**src/rtl/cbs_pkg.sv**
```systemverilog
// Shared widths, data types and FSM encoding for the CBS line buffer.
package cbs_pkg;
    localparam int PIX_W   = 8;
    localparam int ROW_PIX = 10;
    localparam int ROWS    = 3;
    localparam int ROW_W   = ROW_PIX * PIX_W;
    localparam int WIN_W   = ROWS * ROW_W;
    localparam int COL_W   = $clog2(ROW_PIX);

    typedef logic [PIX_W-1:0] pix_t;
    typedef logic [ROW_W-1:0] row_t;
    typedef logic [WIN_W-1:0] win_t;
    typedef logic [COL_W-1:0] col_t;

    typedef enum logic [1:0] {
        FILL0  = 2'd0,
        FILL1  = 2'd1,
        STREAM = 2'd2
    } lb_state_t;
endpackage

```
**src/rtl/cbs_row_shift.sv**
```systemverilog
// Serial-in/parallel-out row register: each load shifts one pixel in at the LSBs,
// so after a full row the first pixel sits at the MSBs. Clear wins over load.
module cbs_row_shift
    import cbs_pkg::*;
(
    input  logic clk,
    input  logic rst,
    input  logic i_clr,
    input  logic i_load,
    input  pix_t i_pix,
    output row_t o_row
);
    row_t r_row;

    always_ff @(posedge clk) begin
        if (rst || i_clr) begin
            r_row <= '0;
        end else if (i_load) begin
            r_row <= {r_row[ROW_W-PIX_W-1:0], i_pix};
        end
    end

    assign o_row = r_row;
endmodule

```
**src/rtl/cbs_line_buffer.sv**
```systemverilog
// Packs a raster pixel stream into rows and emits a 3-row window per completed row
// once three rows are held; 1-cycle window latency, input stalls while a window waits.
module cbs_line_buffer
    import cbs_pkg::*;
(
    input  logic clk,
    input  logic rst,
    input  pix_t pix_data,
    input  logic pix_valid,
    input  logic pix_last,
    output logic pix_ready,
    output win_t win_data,
    output logic win_valid,
    output logic win_last,
    input  logic win_ready,
    output logic frame_err
);
    lb_state_t r_state, w_state_nxt;
    col_t      r_col;
    row_t      r_mid, r_bot;
    row_t      w_shift_row, w_row_full;
    win_t      r_win_data;
    logic      r_win_valid, r_win_last, r_frame_err;
    logic      w_acc, w_col_end, w_complete, w_err, w_emit;

    assign pix_ready  = !r_win_valid || win_ready;
    assign w_acc      = pix_valid && pix_ready;
    assign w_col_end  = (r_col == col_t'(ROW_PIX - 1));
    assign w_complete = w_acc && w_col_end;
    assign w_err      = w_acc && pix_last && !w_col_end;

    cbs_row_shift u_row_shift (
        .clk    (clk),
        .rst    (rst),
        .i_clr  (w_err),
        .i_load (w_acc),
        .i_pix  (pix_data),
        .o_row  (w_shift_row)
    );

    // The completing pixel is merged combinationally so the window sees the full row.
    assign w_row_full = {w_shift_row[ROW_W-PIX_W-1:0], pix_data};

    always_ff @(posedge clk) begin
        if (rst) begin
            r_col <= '0;
        end else if (w_acc) begin
            r_col <= (w_col_end || pix_last) ? '0 : r_col + col_t'(1);
        end
    end

    always_ff @(posedge clk) begin
        if (rst) begin
            r_state <= FILL0;
        end else begin
            r_state <= w_state_nxt;
        end
    end

    always_comb begin
        w_state_nxt = r_state;
        if (w_err) begin
            w_state_nxt = FILL0;
        end else if (w_complete) begin
            if (pix_last) begin
                w_state_nxt = FILL0;
            end else begin
                case (r_state)
                    FILL0:   w_state_nxt = FILL1;
                    FILL1:   w_state_nxt = STREAM;
                    STREAM:  w_state_nxt = STREAM;
                    default: w_state_nxt = FILL0;
                endcase
            end
        end
    end

    always_comb begin
        w_emit = (r_state == STREAM) && w_complete;
    end

    // The oldest stored row becomes the window's top row, so only two rows are kept.
    always_ff @(posedge clk) begin
        if (rst) begin
            r_mid <= '0;
            r_bot <= '0;
        end else if (w_complete) begin
            r_mid <= r_bot;
            r_bot <= w_row_full;
        end
    end

    always_ff @(posedge clk) begin
        if (rst) begin
            r_win_data  <= '0;
            r_win_valid <= 1'b0;
            r_win_last  <= 1'b0;
        end else if (w_emit) begin
            r_win_data  <= {r_mid, r_bot, w_row_full};
            r_win_valid <= 1'b1;
            r_win_last  <= pix_last;
        end else if (win_ready) begin
            r_win_valid <= 1'b0;
            r_win_last  <= 1'b0;
        end
    end

    always_ff @(posedge clk) begin
        if (rst) begin
            r_frame_err <= 1'b0;
        end else if (w_err) begin
            r_frame_err <= 1'b1;
        end
    end

    assign win_data  = r_win_data;
    assign win_valid = r_win_valid;
    assign win_last  = r_win_last;
    assign frame_err = r_frame_err;
endmodule

```
**config.mk**
```make
export PLATFORM = sky130hd
export DESIGN_NAME = cbs_line_buffer
export DESIGN_NICKNAME = d
export VERILOG_FILES = /design/src/rtl/cbs_pkg.sv /design/src/rtl/cbs_row_shift.sv /design/src/rtl/cbs_line_buffer.sv
export SDC_FILE = /design/constraint.sdc
export NUM_CORES = 1
export LEC_CHECK = 0
export ABC_AREA = 1
export CORE_UTILIZATION = 50
export CTS_CLUSTER_SIZE = 10
export DETAILED_ROUTE_END_ITERATION = 12
export HOLD_SLACK_MARGIN = 0.1
export PLACE_DENSITY = 0.74
export SLEW_MARGIN = 20
export SYNTH_ARGS = -nofsm -noshare
export SYNTH_HDL_FRONTEND = slang
export SYNTH_HIERARCHICAL = 1
export SYNTH_SLANG_ARGS = --single-unit
```
**constraint.sdc**
```tcl
create_clock -name clk -period 2.1 [get_ports clk]
set_input_delay 0.42 -clock clk [delete_from_list [all_inputs] [get_ports clk]]
set_output_delay 0.42 -clock clk [all_outputs]
set_load 0.01 [all_outputs]
```
==> impl_metrics.json, run 1 <==
{
  "grt_usage": 0.254,
  "post-cts-setup-buffers": 0,
  "ant_nets": 0,
  "hold_path.startpoint": "rst",
  "busiest_layer": "met2",
  "syn_inst": 2821,
  "critPathKind": "input pin to output pin",
  "grt_max_degree": 125,
  "dr_total_vias": 18400,
  "final_layout_size_suffix_gt1_frac": 0.0449,
  "synth_area_per_cell_um2": 7.02,
  "hold_viol": 0,
  "final.min_clock_period_ns": 2.00,
  "cp_max_fo": 3,
  "worst_slack_ns": 0.0965,
  "min_to": "u_row_shift/o_row[52]",
  "syn_nets": 2838,
  "reg2reg_depth": 8,
  "clockRootBuffer": "clkbuf_16",
  "placed_cell_area_mm2": 0.0229,
  "intPower_w": 0.0141,
  "p_switching_w": 0.00404,
  "arrival_ns": 1.58,
  "drtIter0Drc": 1387,
  "worstMarginPinSlew_ns": 0.820,
  "hold_depth": 4,
  "postCtsHoldBufs": 0,
  "grt_overflow_total": 0,
  "rsz0062_at_grt": "false",
  "power.share.switching": 0.223,
  "maxSlewViolCount": 0,
  "antenna_found_initial": 0,
  "synthToLayoutAreaGrowth_pct": 22.6,
  "fin_crit_sh": 0.954,
  "die_y_um": 201,
  "finClkSkew_ns": 0.0155,
  "cts_tree": "done",
  "ys_warn_count": 6,
  "grt_util_met3": 0.0313,
  "vdd_drop_max_mv": 0.576,
  "power_frac_seq": 0.514,
  "setup_viol_count_final": 0,
  "vias_per_cell": 5.28,
  "htree_levels": 2,
  "grt_use_met2": 0.403,
  "r2r-start": "r_col[0]",
  "initial_core_util": 0.510,
  "place_ws_ns": -0.0574,
  "cap_viol_max_count": 0,
  "status": "finished clean",
  "gp_congestion": 0.846,
  "fin_total_pwr_w": 0.0181,
  "slew_headroom": 0.453,
  "rows": 72,
  "r2r_end": "u_row_shift/o_row[14]",
  "p_leak_nw": 8.95,
  "num_antenna_cells": 0,
  "ios": 257,
  "clkTransAtPathRegs_ns": 0.05,
  "dpl.hpwl_um": 32700,
  "core-area_mm2": 0.0388,
  "stdcell_area_mm2": 0.0243,
  "wl_per_cell_um": 14.9,
  "die_area_mm2": 0.0404,
  "cts_sinks": 481,
  "post_cts_resized": 0,
  "cts_buffers": 54,
  "hp-class": "input pin to register",
  "clock_power_share": 0.445,
  "max_freq_ghz": 0.499,
  "grt_pass1_wl_um": 85700,
  "first_pass_iters": 6,
  "p_comb_frac": 0.041,
  "clk_latency_ns": 0.59,
  "totalWireLength_um": 51900,
  "die_w_um": 201,
  "final_nets": 2975,
  "r2r_slack_ns": 0.23,
  "clock_path_buffers": 3,
  "grt_pass1_vias": 16800,
  "use_met1": 0.350,
  "cp-end-kind": "output pin",
  "cp.required_ns": 1.68,
  "p_per_area_mw_per_mm2": 747,
  "port-buffer-count": 256,
  "tns_ns": 0,
  "synth_area_mm2": 0.0198,
  "hold_slack_ns": 0.251,
  "drc": 0,
  "worst_setup_path_start_kind": "input pin"
}
state kept, by name (all words and copies together) (netlist names):
name / cells
r_bot: 80
r_mid: 80
win_valid: 1
u_row_shift/o_row: 72
win_data: 240
r_state: 2
r_col: 4
frame_err: 1
win_last: 1
worst max path at each step:
stage | depth (start not counted) | endpoint | from | slack [ns]
6_report | 4 | pix_ready | win_ready | 0.1
3_5_place_dp | 8 | win_data[105] | pix_valid | -0.06
5_1_grt | 4 | pix_ready | win_ready | 0.03
4_1_cts | 2 | pix_ready | win_valid | 0.09
3_3_place_gp | 9 | r_mid[42] | win_ready | -0.03
2_1_floorplan | 9 | u_row_shift/o_row[57] | win_ready | 0.53
cell type report:
cell class	count	area, um^2
tap	518	648
timing repair buffer	319	3460
clock inverter	2	13.8
multi-input combinational	1778	7900
fill	3384	14600
sequential	481	9630
inverter	324	1220
clock buffer	60	1410
layer usage:
layer / share of wire / wire length [um]
met1: 0.44 / 23100
met2: 0.46 / 24000
met3: 0.062 / 3220
met4: 0.031 / 1620
met5: 0 / 0
power groups by stage:
stage,logic [W],clock network (W),registers [W]
after global routing,0.000841,0.00857,0.00932
after global placement,0.000722,0,0.00951
final,0.000741,0.00806,0.00932
after detailed placement,0.000735,0,0.00951
after CTS,0.000740,0.00819,0.00932
after floorplan,0.000552,0,0.00946
critical path, stage by stage:
cell and delay, ns:
clkdlybuf4s50_1 0.49, inv_2 0.06, nand2_2 0.08, clkdlybuf4s50_1 0.53
metrics by stage:
stage,cells,utilization
floorplan,2821,-
global placement,3420,0.589
detailed placement,3420,0.589
CTS,3482,0.625
global route,3482,0.625
finish,3482,0.625
cell usage in the layout (no fill, tap or decap), drive strengths merged:
cell type,n
nor2,446
o21ai,30
a21oi,379
nand2,672
nand3,4
buf,64
inv,325
xnor2,1
ha,4
clkinv,1
clkbuf,60
clkdlybuf4s50,255
dfxtp,481
o21bai,1
nand4,241
Note: power is estimated with default switching activity, not from simulation.
==> run 2: changes to the inputs <==
--- a/config.mk
+++ b/config.mk
@@ -9,6 +9,7 @@
 export CORE_UTILIZATION = 50
 export CTS_CLUSTER_SIZE = 10
 export DETAILED_ROUTE_END_ITERATION = 12
+export GPL_TIMING_DRIVEN = 0
 export HOLD_SLACK_MARGIN = 0.1
 export PLACE_DENSITY = 0.74
 export SLEW_MARGIN = 20
==> run 2 against run 1 <==
Compared with the run above:
- the run now ends with negative setup slack left
- die area unchanged
- sequential cell count is the same
- wire length grew 17%
- sequential share of layout area down 0.42 points
- count of clock-buffer cells in the layout grew 2
- critical path depth grew 4
- worst hold slack improved by 0.21 ns
- via count increased by 3.7%
- setup slack worse by 0.13 ns
- clock power grew 1%
- final area grew 1.1%
- first-iteration DRC count grew 1.9%
==> impl_metrics.json, run 2 (same netlist as run 1, synthesis figures left out) <==
{
  "vias_per_cell": 5.20,
  "largest_reg_flops": 240,
  "ant_nets": 0,
  "cts_tree": "done",
  "die_y_um": 201,
  "cts_sinks": 481,
  "arrival_ns": 2.60,
  "cp.depth": 8,
  "dpl.hpwl_um": 44200,
  "failed_checks": "negative setup slack",
  "port-buffer-count": 256,
  "cp-end-kind": "register",
  "vdd_drop_max_mv": 0.593,
  "path_cells": "ha_1, nand2_1, nor2_4, buf_4, buf_2, nand4_1, nand2_1, nor2_1",
  "layout_commonest_cell": "nand2_1",
  "p_per_area_mw_per_mm2": 745,
  "final.min_clock_period_ns": 2.14,
  "ios": 257,
  "cp_max_fo": 10,
  "core-area_mm2": 0.0388,
  "fillCellCount": 3501,
  "path_common_cell": "nand2_1",
  "layout_common_cells": "nand2_1 (669), dfxtp_1 (481), nor2_1 (443), a21oi_1 (378), inv_1 (321)",
  "totalWireLength_um": 60800,
  "worst_slack_ns": -0.0375,
  "antenna_found_initial": 2,
  "synthToLayoutAreaGrowth_pct": 23.9,
  "slew_headroom": 0.308,
  "tns_ns": -0.111,
  "p_leak_nw": 9.28,
  "critPathSlowestCell": "dfxtp_1",
  "grt_max_degree": 14,
  "cap_viol_max_count": 0,
  "maxSlewViolCount": 0,
  "grt_overflow_total": 0,
  "placed_cell_area_mm2": 0.0230,
  "status": "finished with violations",
  "grt_usage": 0.296,
  "crit_family": "simple AND/OR/NAND/NOR gates",
  "worstMarginPinSlew_ns": 1.04,
  "die_w_um": 201,
  "hp-class": "register to register",
  "clock_path_buffers": 3,
  "hold_depth": 2,
  "final_layout_size_suffix_gt1_frac": 0.0662,
  "dr_total_vias": 19100,
  "wl_per_cell_um": 16.6,
  "rows": 72,
  "finClkSkew_ns": 0.0181,
  "rsz0062_at_grt": "true",
  "setup_viol_count_final": 12,
  "first_pass_iters": 5,
  "worst_path_largest_cell_delay_ns": 0.41,
  "clockRootBuffer": "clkbuf_16",
  "max_freq_ghz": 0.468,
  "gp_congestion": 0.892,
  "clkTransAtPathRegs_ns": 0.05,
  "fin_crit_sh": 1.02,
  "final_nets": 3154,
  "grt_pass1_vias": 17700,
  "drtIter0Drc": 1414,
  "hold_slack_ns": 0.463,
  "cts_buffers": 54,
  "worst_setup_path_start_kind": "register",
  "num_antenna_cells": 0,
  "critPathKind": "register to register",
  "stdcell_area_mm2": 0.0245,
  "postCtsHoldBufs": 0,
  "reg2reg_depth": 8,
  "grt_pass1_wl_um": 95100,
  "drc": 0,
  "htree_levels": 2,
  "initial_core_util": 0.510,
  "die_area_mm2": 0.0404,
  "cp.required_ns": 2.57,
  "clk_latency_ns": 0.59,
  "path_buf_inv": 2,
  "hold_viol": 0
}
run 2: cell types whose count changed in the layout (fill, tap and decap cells not counted), sizes merged:
cell / before / now
clkbuf: 60 / 177
clkdlybuf4s50: 255 / 256
buf: 64 / 127
clkinv: 1 / 0
run 2: worst min-delay path, stage by stage (launching register included):
cell and delay [ns]:
dfxtp_1 0.31, nand2_1 0.06, a21oi_1 0.05
run 2: area by class of cell:
type	count	area, um^2	area share
multi-input cells	1778	7880	0.321
flip-flops and latches	481	9630	0.392
well taps	518	648	0.0264
plain buffers	237	1130	0.0462
clock buffers	62	1420	0.0580
repair buffers	261	2600	0.106
clock inverters	1	8.76	0.000357
inverters	324	1220	0.0496
run 2: timing repair:
action	in CTS	in global routing
buffers inserted	5	0
resized for setup	16	22
pin swaps	2	0
setup endpoints to repair	467	244
run 2: final timing paths:
| check | start | to | slack (ns) |
|---|---|---|---|
| setup / recovery | r_col[0] | win_data[150] | -0.04 |
| hold / removal | r_mid[17] | r_mid[17] | 0.46 |
| setup reg to reg | r_col[0] | win_data[150] | -0.04 |
| hold reg to reg | r_mid[17] | r_mid[17] | 0.46 |
run 2: routing by layer:
layer	up-vias	track usage	part of all wire
met4	0	0.119	0.038
li1	9551	-	-
met3	129	0.0433	0.060
met5	-	0	0
met2	609	0.483	0.46
met1	8765	0.392	0.44
run 2: power breakdown:
| group | internal, W | switching, W |
|---|---|---|
| sequential | 0.00921 | 0.000108 |
| clock | 0.00467 | 0.00347 |
| combinational | 0.000248 | 0.000551 |
| total | 0.0141 | 0.00413 |
run 2: through the flow:
| step | cells | util | setup WS [ns] | total power, W |
|---|---|---|---|---|
| floorplan | 2821 | - | 0.529 | 0.0100 |
| global placement | 3595 | 0.593 | -0.831 | 0.0103 |
| detailed placement | 3595 | 0.593 | -0.818 | 0.0103 |
| CTS | 3663 | 0.631 | 0.00569 | 0.0183 |
| global route | 3662 | 0.632 | -0.0675 | 0.0189 |
| finish | 3662 | 0.632 | -0.0375 | 0.0183 |
